==> config.mk <==
export PLATFORM = sky130hd
export DESIGN_NAME = boreal_chan_sched_flat
export DESIGN_NICKNAME = d
export VERILOG_FILES = /design/src/rtl/boreal_chan_sched_if.sv /design/src/rtl/boreal_chan_sched.sv /design/src/flat_wrapper.sv
export SDC_FILE = /design/constraint.sdc
export NUM_CORES = 1
export LEC_CHECK = 0
export ABC_CLOCK_PERIOD_IN_PS = 3900
export CORE_ASPECT_RATIO = 0.6
export CORE_MARGIN = 2
export CORE_UTILIZATION = 55
export CTS_CLUSTER_SIZE = 30
export DETAILED_ROUTE_END_ITERATION = 6
export DONT_BUFFER_PORTS = 1
export GPL_TIMING_DRIVEN = 0
export HOLD_SLACK_MARGIN = 0.05
export PLACE_DENSITY_LB_ADDON = 0.1
export SETUP_SLACK_MARGIN = 0.2
export SYNTH_ARGS = -nofsm -noshare
export SYNTH_HDL_FRONTEND = slang
export SYNTH_SLANG_ARGS = --single-unit
==> constraint.sdc <==
create_clock -name clk_100m -period 3.9 [get_ports clk_100m]
set_clock_uncertainty 0.2 [all_clocks]
set_input_delay 1.17 -clock clk_100m [delete_from_list [all_inputs] [get_ports clk_100m]]
set_output_delay 1.17 -clock clk_100m [all_outputs]
set_load 0.05 [all_outputs]
==> src/rtl/boreal_chan_sched_if.sv <==
// Handshake bundle between frame capture, the channel sequencer and the weight-update core.
// The sequencer takes the slave side; the frame/core environment takes the master side.
interface boreal_chan_sched_if #(
  parameter int NUM_CH = 8,
  parameter int CH_W   = 3,
  parameter int OVR_W  = 16
);
  logic              frame_valid;
  logic [NUM_CH-1:0] ch_mask;
  logic              inhibit;
  logic              core_ready;
  logic              core_done;
  logic              err_clr;
  logic              core_start;
  logic [CH_W-1:0]   core_ch;
  logic              busy;
  logic              frame_done;
  logic [OVR_W-1:0]  ovr_cnt;
  logic              timeout_err;

  modport master (
    output frame_valid, ch_mask, inhibit, core_ready, core_done, err_clr,
    input  core_start, core_ch, busy, frame_done, ovr_cnt, timeout_err
  );

  modport slave (
    input  frame_valid, ch_mask, inhibit, core_ready, core_done, err_clr,
    output core_start, core_ch, busy, frame_done, ovr_cnt, timeout_err
  );
endinterface

==> src/rtl/boreal_chan_sched.sv <==
// Per-frame channel sequencer: walks the enabled channels in ascending order,
// starting the shared weight-update core once per channel and waiting for its done.
module boreal_chan_sched #(
  parameter int NUM_CH  = 8,
  parameter int CH_W    = 3,
  parameter int TIMEOUT = 255,
  parameter int OVR_W   = 16
) (
  input logic               clk_100m,
  input logic               rst,
  boreal_chan_sched_if.slave bus
);

  localparam int TMR_W = (TIMEOUT > 1) ? $clog2(TIMEOUT) : 1;
  localparam logic [TMR_W-1:0] TMR_LAST = TMR_W'(TIMEOUT - 1);

  typedef enum logic [2:0] {IDLE, SCAN, ISSUE, WAIT, FIN} state_t;

  state_t            state;
  state_t            state_nxt;
  logic [NUM_CH-1:0] pend;
  logic [TMR_W-1:0]  timer;
  logic [CH_W-1:0]   ch_q;
  logic [CH_W-1:0]   low_idx;
  logic [OVR_W-1:0]  ovr_q;
  logic              err_q;
  logic              timer_hit;
  logic              start_c;
  logic              busy_c;
  logic              fdone_c;

  assign timer_hit = (timer == TMR_LAST);

  always_ff @(posedge clk_100m) begin
    if (rst) begin
      state <= IDLE;
    end else begin
      state <= state_nxt;
    end
  end

  always_comb begin
    state_nxt = state;
    case (state)
      IDLE:    if (bus.frame_valid && !bus.inhibit) state_nxt = SCAN;
      SCAN:    state_nxt = ((pend == '0) || bus.inhibit) ? FIN : ISSUE;
      ISSUE:   if (bus.core_ready) state_nxt = WAIT;
      WAIT: begin
        if (bus.core_done) state_nxt = SCAN;
        else if (timer_hit) state_nxt = FIN;
      end
      FIN:     state_nxt = IDLE;
      default: state_nxt = IDLE;
    endcase
  end

  always_comb begin
    start_c = 1'b0;
    busy_c  = (state != IDLE);
    fdone_c = (state == FIN);
    if (state == ISSUE) start_c = bus.core_ready;
  end

  // Scanning downward leaves the lowest set bit as the final winner.
  always_comb begin
    low_idx = '0;
    for (int i = NUM_CH - 1; i >= 0; i--) begin
      if (pend[i]) low_idx = CH_W'(i);
    end
  end

  always_ff @(posedge clk_100m) begin
    if (rst) begin
      pend  <= '0;
      timer <= '0;
      ch_q  <= '0;
      ovr_q <= '0;
      err_q <= 1'b0;
    end else begin
      case (state)
        IDLE: if (bus.frame_valid && !bus.inhibit) pend <= bus.ch_mask;
        SCAN: begin
          if (bus.inhibit) pend <= '0;
          else if (pend != '0) ch_q <= low_idx;
        end
        ISSUE: begin
          if (bus.core_ready) begin
            pend[ch_q] <= 1'b0;
            timer      <= '0;
          end
        end
        WAIT: begin
          if (!bus.core_done) begin
            timer <= timer + 1'b1;
            if (timer_hit) pend <= '0;
          end
        end
        default: ;
      endcase

      if (bus.frame_valid && (state != IDLE) && (ovr_q != '1)) ovr_q <= ovr_q + 1'b1;

      // A timeout on the same cycle as err_clr keeps the error set.
      if ((state == WAIT) && !bus.core_done && timer_hit) err_q <= 1'b1;
      else if (bus.err_clr) err_q <= 1'b0;
    end
  end

  assign bus.core_start  = start_c;
  assign bus.busy        = busy_c;
  assign bus.frame_done  = fdone_c;
  assign bus.core_ch     = ch_q;
  assign bus.ovr_cnt     = ovr_q;
  assign bus.timeout_err = err_q;

endmodule

==> src/flat_wrapper.sv <==
// flat-port wrapper written by rule: the top's interface ports become plain ports
module boreal_chan_sched_flat 
#(
  parameter int NUM_CH  = 8,
  parameter int CH_W    = 3,
  parameter int TIMEOUT = 255,
  parameter int OVR_W   = 16
)
  (clk_100m, rst, bus_frame_valid, bus_ch_mask, bus_inhibit, bus_core_ready, bus_core_done, bus_err_clr, bus_core_start, bus_core_ch, bus_busy, bus_frame_done, bus_ovr_cnt, bus_timeout_err);
  boreal_chan_sched_if #(.NUM_CH(NUM_CH), .CH_W(CH_W), .OVR_W(OVR_W)) bus_i ();
  input logic clk_100m;
  input logic rst;
  input wire logic [$bits(bus_i.frame_valid)-1:0] bus_frame_valid;
  input wire logic [$bits(bus_i.ch_mask)-1:0] bus_ch_mask;
  input wire logic [$bits(bus_i.inhibit)-1:0] bus_inhibit;
  input wire logic [$bits(bus_i.core_ready)-1:0] bus_core_ready;
  input wire logic [$bits(bus_i.core_done)-1:0] bus_core_done;
  input wire logic [$bits(bus_i.err_clr)-1:0] bus_err_clr;
  output wire logic [$bits(bus_i.core_start)-1:0] bus_core_start;
  output wire logic [$bits(bus_i.core_ch)-1:0] bus_core_ch;
  output wire logic [$bits(bus_i.busy)-1:0] bus_busy;
  output wire logic [$bits(bus_i.frame_done)-1:0] bus_frame_done;
  output wire logic [$bits(bus_i.ovr_cnt)-1:0] bus_ovr_cnt;
  output wire logic [$bits(bus_i.timeout_err)-1:0] bus_timeout_err;
  assign bus_i.frame_valid = bus_frame_valid;
  assign bus_i.ch_mask = bus_ch_mask;
  assign bus_i.inhibit = bus_inhibit;
  assign bus_i.core_ready = bus_core_ready;
  assign bus_i.core_done = bus_core_done;
  assign bus_i.err_clr = bus_err_clr;
  assign bus_core_start = bus_i.core_start;
  assign bus_core_ch = bus_i.core_ch;
  assign bus_busy = bus_i.busy;
  assign bus_frame_done = bus_i.frame_done;
  assign bus_ovr_cnt = bus_i.ovr_cnt;
  assign bus_timeout_err = bus_i.timeout_err;
  boreal_chan_sched #(.NUM_CH(NUM_CH), .CH_W(CH_W), .TIMEOUT(TIMEOUT), .OVR_W(OVR_W)) u_core (.clk_100m(clk_100m), .rst(rst), .bus(bus_i));
endmodule
==> metrics.csv <==
stage;metric;value;unit
layout;final std cells w/o fill;306;
synth;Netlist cell types;48;
routing;DR vias;1706;
place;placed cells;300;
power;Leak;0.0008083;µW
worst_hold_path;HP Class;register to register;
synth;Post-synth top flop;dfxtp_1;
synth;cell taking the most area after synthesis;dfxtp_1;
sta;TNS Setup;0;ns
synth;cell count after synthesis;253;
clock_tree;TritonCTS clock tree;done;
routing;initial DRC count;154;
floorplan;Starting Density;56.40;%
synth;xor/xnor cell area share of the yosys netlist;7.730;%
floorplan;Die Y;51.17;µm
layout;layout cells sized above 1;6.564;%
routing;total iterations of the first detailed-routing run;4;
synth;sequential cell area fraction in the yosys report;38.28;%
setup_path;CP Capture Type;output port;
power;Clock power frac;33.0;%
power;Power Dens Cells;345.2;nW/µm²
place;GPL Wtd Cong;0.7981;
floorplan;Die X;82.62;µm
routing;WL/cell;13.88;µm
clock_tree;H-tree levels;2;
clock_tree;Root Driver;clkbuf_8;
layout;fill count;336;
layout;Syn-to-layout area delta;6.687;%
floorplan;I/O Pins;38;
clock_tree;clock edge transition at the registers on the reported setup and hold paths;0.07;ns
grt;first-pass GRT wire length;7.176;mm
grt;antenna violations before repair;0;
synth;largest cells by area after synthesis;dfxtp_1 (38%), nor2_1 (6.1%), nand2_1 (5.7%), xnor2_1 (4.3%), a21oi_1 (3.9%);
power;Sw Ratio;26.31;%
place;DP HPWL;3.159;mm
setup_path;Crit path required time;2.53;ns
sta;final worst path period share;77.11;%
sta;Slew Viols, Final;0;
layout;Ant. Diodes;0;
synth;Synth top area share;38.28;%
setup_path;crit-path max cell delay;0.47;ns
setup_path;kind of critical path;input port to output port;
setup_path;startpoint types;input port;
synth;count leader, synth;dfxtp_1;
clock_tree;PostCTS Resize Cnt;0;
clock_tree;CTS Buf Count;5;
synth;Synth Area in Compound Gates;17.42;%
sta;worst-margin pin slew;0.8799;ns
setup_path;Slowest-stage cell, CP;and3_1;
power;worst vdd ir;0.2026;mV
synth;Cell Area, Synth;2039;µm²
setup_path;crit-path max FO;3;
synth;number of flops mapped to enable cells by yosys;0;
grt;GRT Util Overall;22.65;%
synth;top cells by count, synth;dfxtp_1 (39), nor2_1 (33), nand2_1 (31);
clock_tree;clk_lat worst skew;0.29;ns
synth;post-synthesis mux area share;0.9816;%
synth;Mean Syn Cell Area;8.061;µm²
setup_path;CP delay by family, top;simple AND/OR/NAND/NOR gates;
grt;largest net degree at the start of global routing;11;
sta;# setup viols final;0;
clock_tree;clk sinks;39;
grt;grt ovf;0;
routing;Total Wirelength;4.246;mm
synth;Synth warnings;0;
setup_path;critical path data arrival time;1.64;ns
power;Pint;553.4;µW
setup_path;crit-path cells;and3_1;
sta;crit path time final;3.007;ns
clock_tree;deepest clock path buffer count;2;
power;Comb pwr share;10.6;%
routing;Via density;5.575;
routing;DRC;0;
sta;fmax;0.3325;GHz
synth;simple-gate share of the synthesized area;29.57;%
flow_run;max cap viols;0;
outcome;status;complete, no violations;
synth;largest family of logic cells by synthesized area;simple AND/OR/NAND/NOR gates;
floorplan;row cnt;17;
sta;Slew headroom;41.09;%
power;Sw Pwr;197.6;µW
place;I/O Buffers;0;
synth;Post-Synth Adder-Cell Area;1.840;%
synth;number of synthesized register bits;39;
clock_tree;CTS Hold Buffers Added;0;
power;Seq pwr share;56.4;%
floorplan;Core Area;3616;µm²
sta;RSZ-0062 raised after global routing;no;
synth;async set-reset flop share out of synthesis;0;%
setup_path;WP buf/inv;0;
grt;via count of the first global-routing pass;1526;
sta;Hold Vio Cnt, Final;0;
routing;Routed Antenna Nets;0;
layout;Layout Nets;278;
synth;Post-Syn Nets;271;
clock_tree;Post-CTS Repair Setup Buffers;0;
floorplan;Die Area;4227;µm²
-- cell usage in the layout (no fill, tap or decap), types with 2 or more instances in the layout --
| cell type | count |
|---|---|
| or4_1 | 2 |
| nor2b_1 | 10 |
| xor2_1 | 8 |
| dfxtp_1 | 39 |
| inv_1 | 11 |
| ha_1 | 3 |
| a211oi_1 | 5 |
| a21oi_2 | 2 |
| nand3_1 | 7 |
| a31oi_1 | 9 |
| a21oi_1 | 16 |
| o21bai_1 | 2 |
| nand2b_1 | 2 |
| mux2i_1 | 2 |
| buf_1 | 2 |
| xnor2_1 | 10 |
| clkbuf_1 | 3 |
| clkbuf_8 | 5 |
| and3_1 | 4 |
| nor2_1 | 33 |
| nand4_1 | 9 |
| or2_1 | 2 |
| nor3_1 | 5 |
| nand2_1 | 31 |
| o21ai_0 | 11 |
| and2_1 | 3 |
-- sequential cells by signal, indices dropped and copies added (netlist names) --
signal,count
u_core.bus.core_ch,3
u_core.pend,8
u_core.bus.ovr_cnt,16
u_core.bus.timeout_err,1
u_core.timer,8
u_core.state,3
-- final timing paths --
| path | from | to | slack, ns | depth (start not counted) |
|---|---|---|---|---|
| worst max register to register | u_core.bus.ovr_cnt[0]$_SDFFE_PP0P_ | u_core.bus.ovr_cnt[10]$_SDFFE_PP0P_ | 1.43 | 7 |
| worst min register to register | u_core.pend[3]$_SDFFE_PP0P_ | u_core.pend[3]$_SDFFE_PP0P_ | 0.31 | 2 |
| worst min-delay path | u_core.pend[3]$_SDFFE_PP0P_ | u_core.pend[3]$_SDFFE_PP0P_ | 0.31 | 2 |
| worst max-delay path | bus_core_ready | bus_core_start | 0.89 | 1 |
-- logic make-up after synthesis --
| family | count (synthesis) |
|---|---|
| and+or+nand+nor | 117 |
| AOI/OAI and AO/OA | 55 |
| DFF | 39 |
| buffers and inverters | 19 |
| xor gates and xnor gates | 18 |
| adders and majority gates | 3 |
| muxes | 2 |
-- layer usage --
layer | track usage, % | vias up | part of all wire [%] | wire [µm]
met4 | 7.377 | 0 | 0.59 | 25
li1 | - | 896 | - | -
met2 | 29.84 | 43 | 38 | 1606
met1 | 34.73 | 765 | 54 | 2297
met5 | 0 | - | 0 | 0
met3 | 6.537 | 2 | 7.5 | 317
-- power groups by stage --
stage / sequential [µW] / clock (µW) / combinational (µW)
final: 423 / 248 / 79.9
after global routing: 425 / 268 / 90.0
after CTS: 423 / 255 / 80.0
after detailed placement: 432 / 0 / 79.8
after global placement: 432 / 0 / 78.6
after floorplan: 430 / 0 / 65.9
-- stage by stage --
| stage | cell area, µm² | setup WS, ns | hold slack [ns] | utilization [%] | power, µW |
|---|---|---|---|---|---|
| finish | 2176 | 0.8928 | 0.3127 | 60.17 | 751.1 |
| global route | 2176 | 0.8404 | 0.3289 | 60.17 | 783.0 |
| CTS | 2176 | 0.8892 | 0.3129 | 60.17 | 758.3 |
| detailed placement | 2103 | 0.8892 | 0.3032 | 58.17 | 512.3 |
| global placement | 2098 | 0.7185 | 0.2857 | 58.03 | 511.0 |
| floorplan | 2039 | 0.8794 | 0.2644 | - | 495.8 |
-- final cells by class --
type	instances	area (µm²)	area share (%)
plain buffers	8	43.79	2.013
clock buffers	6	72.57	3.335
multi-input cells	195	1179	54.17
flip-flops and latches	39	780.7	35.88
well taps	47	58.81	2.703
inverters	11	41.29	1.898
No activity file was read; power rests on OpenSTA's default activity.
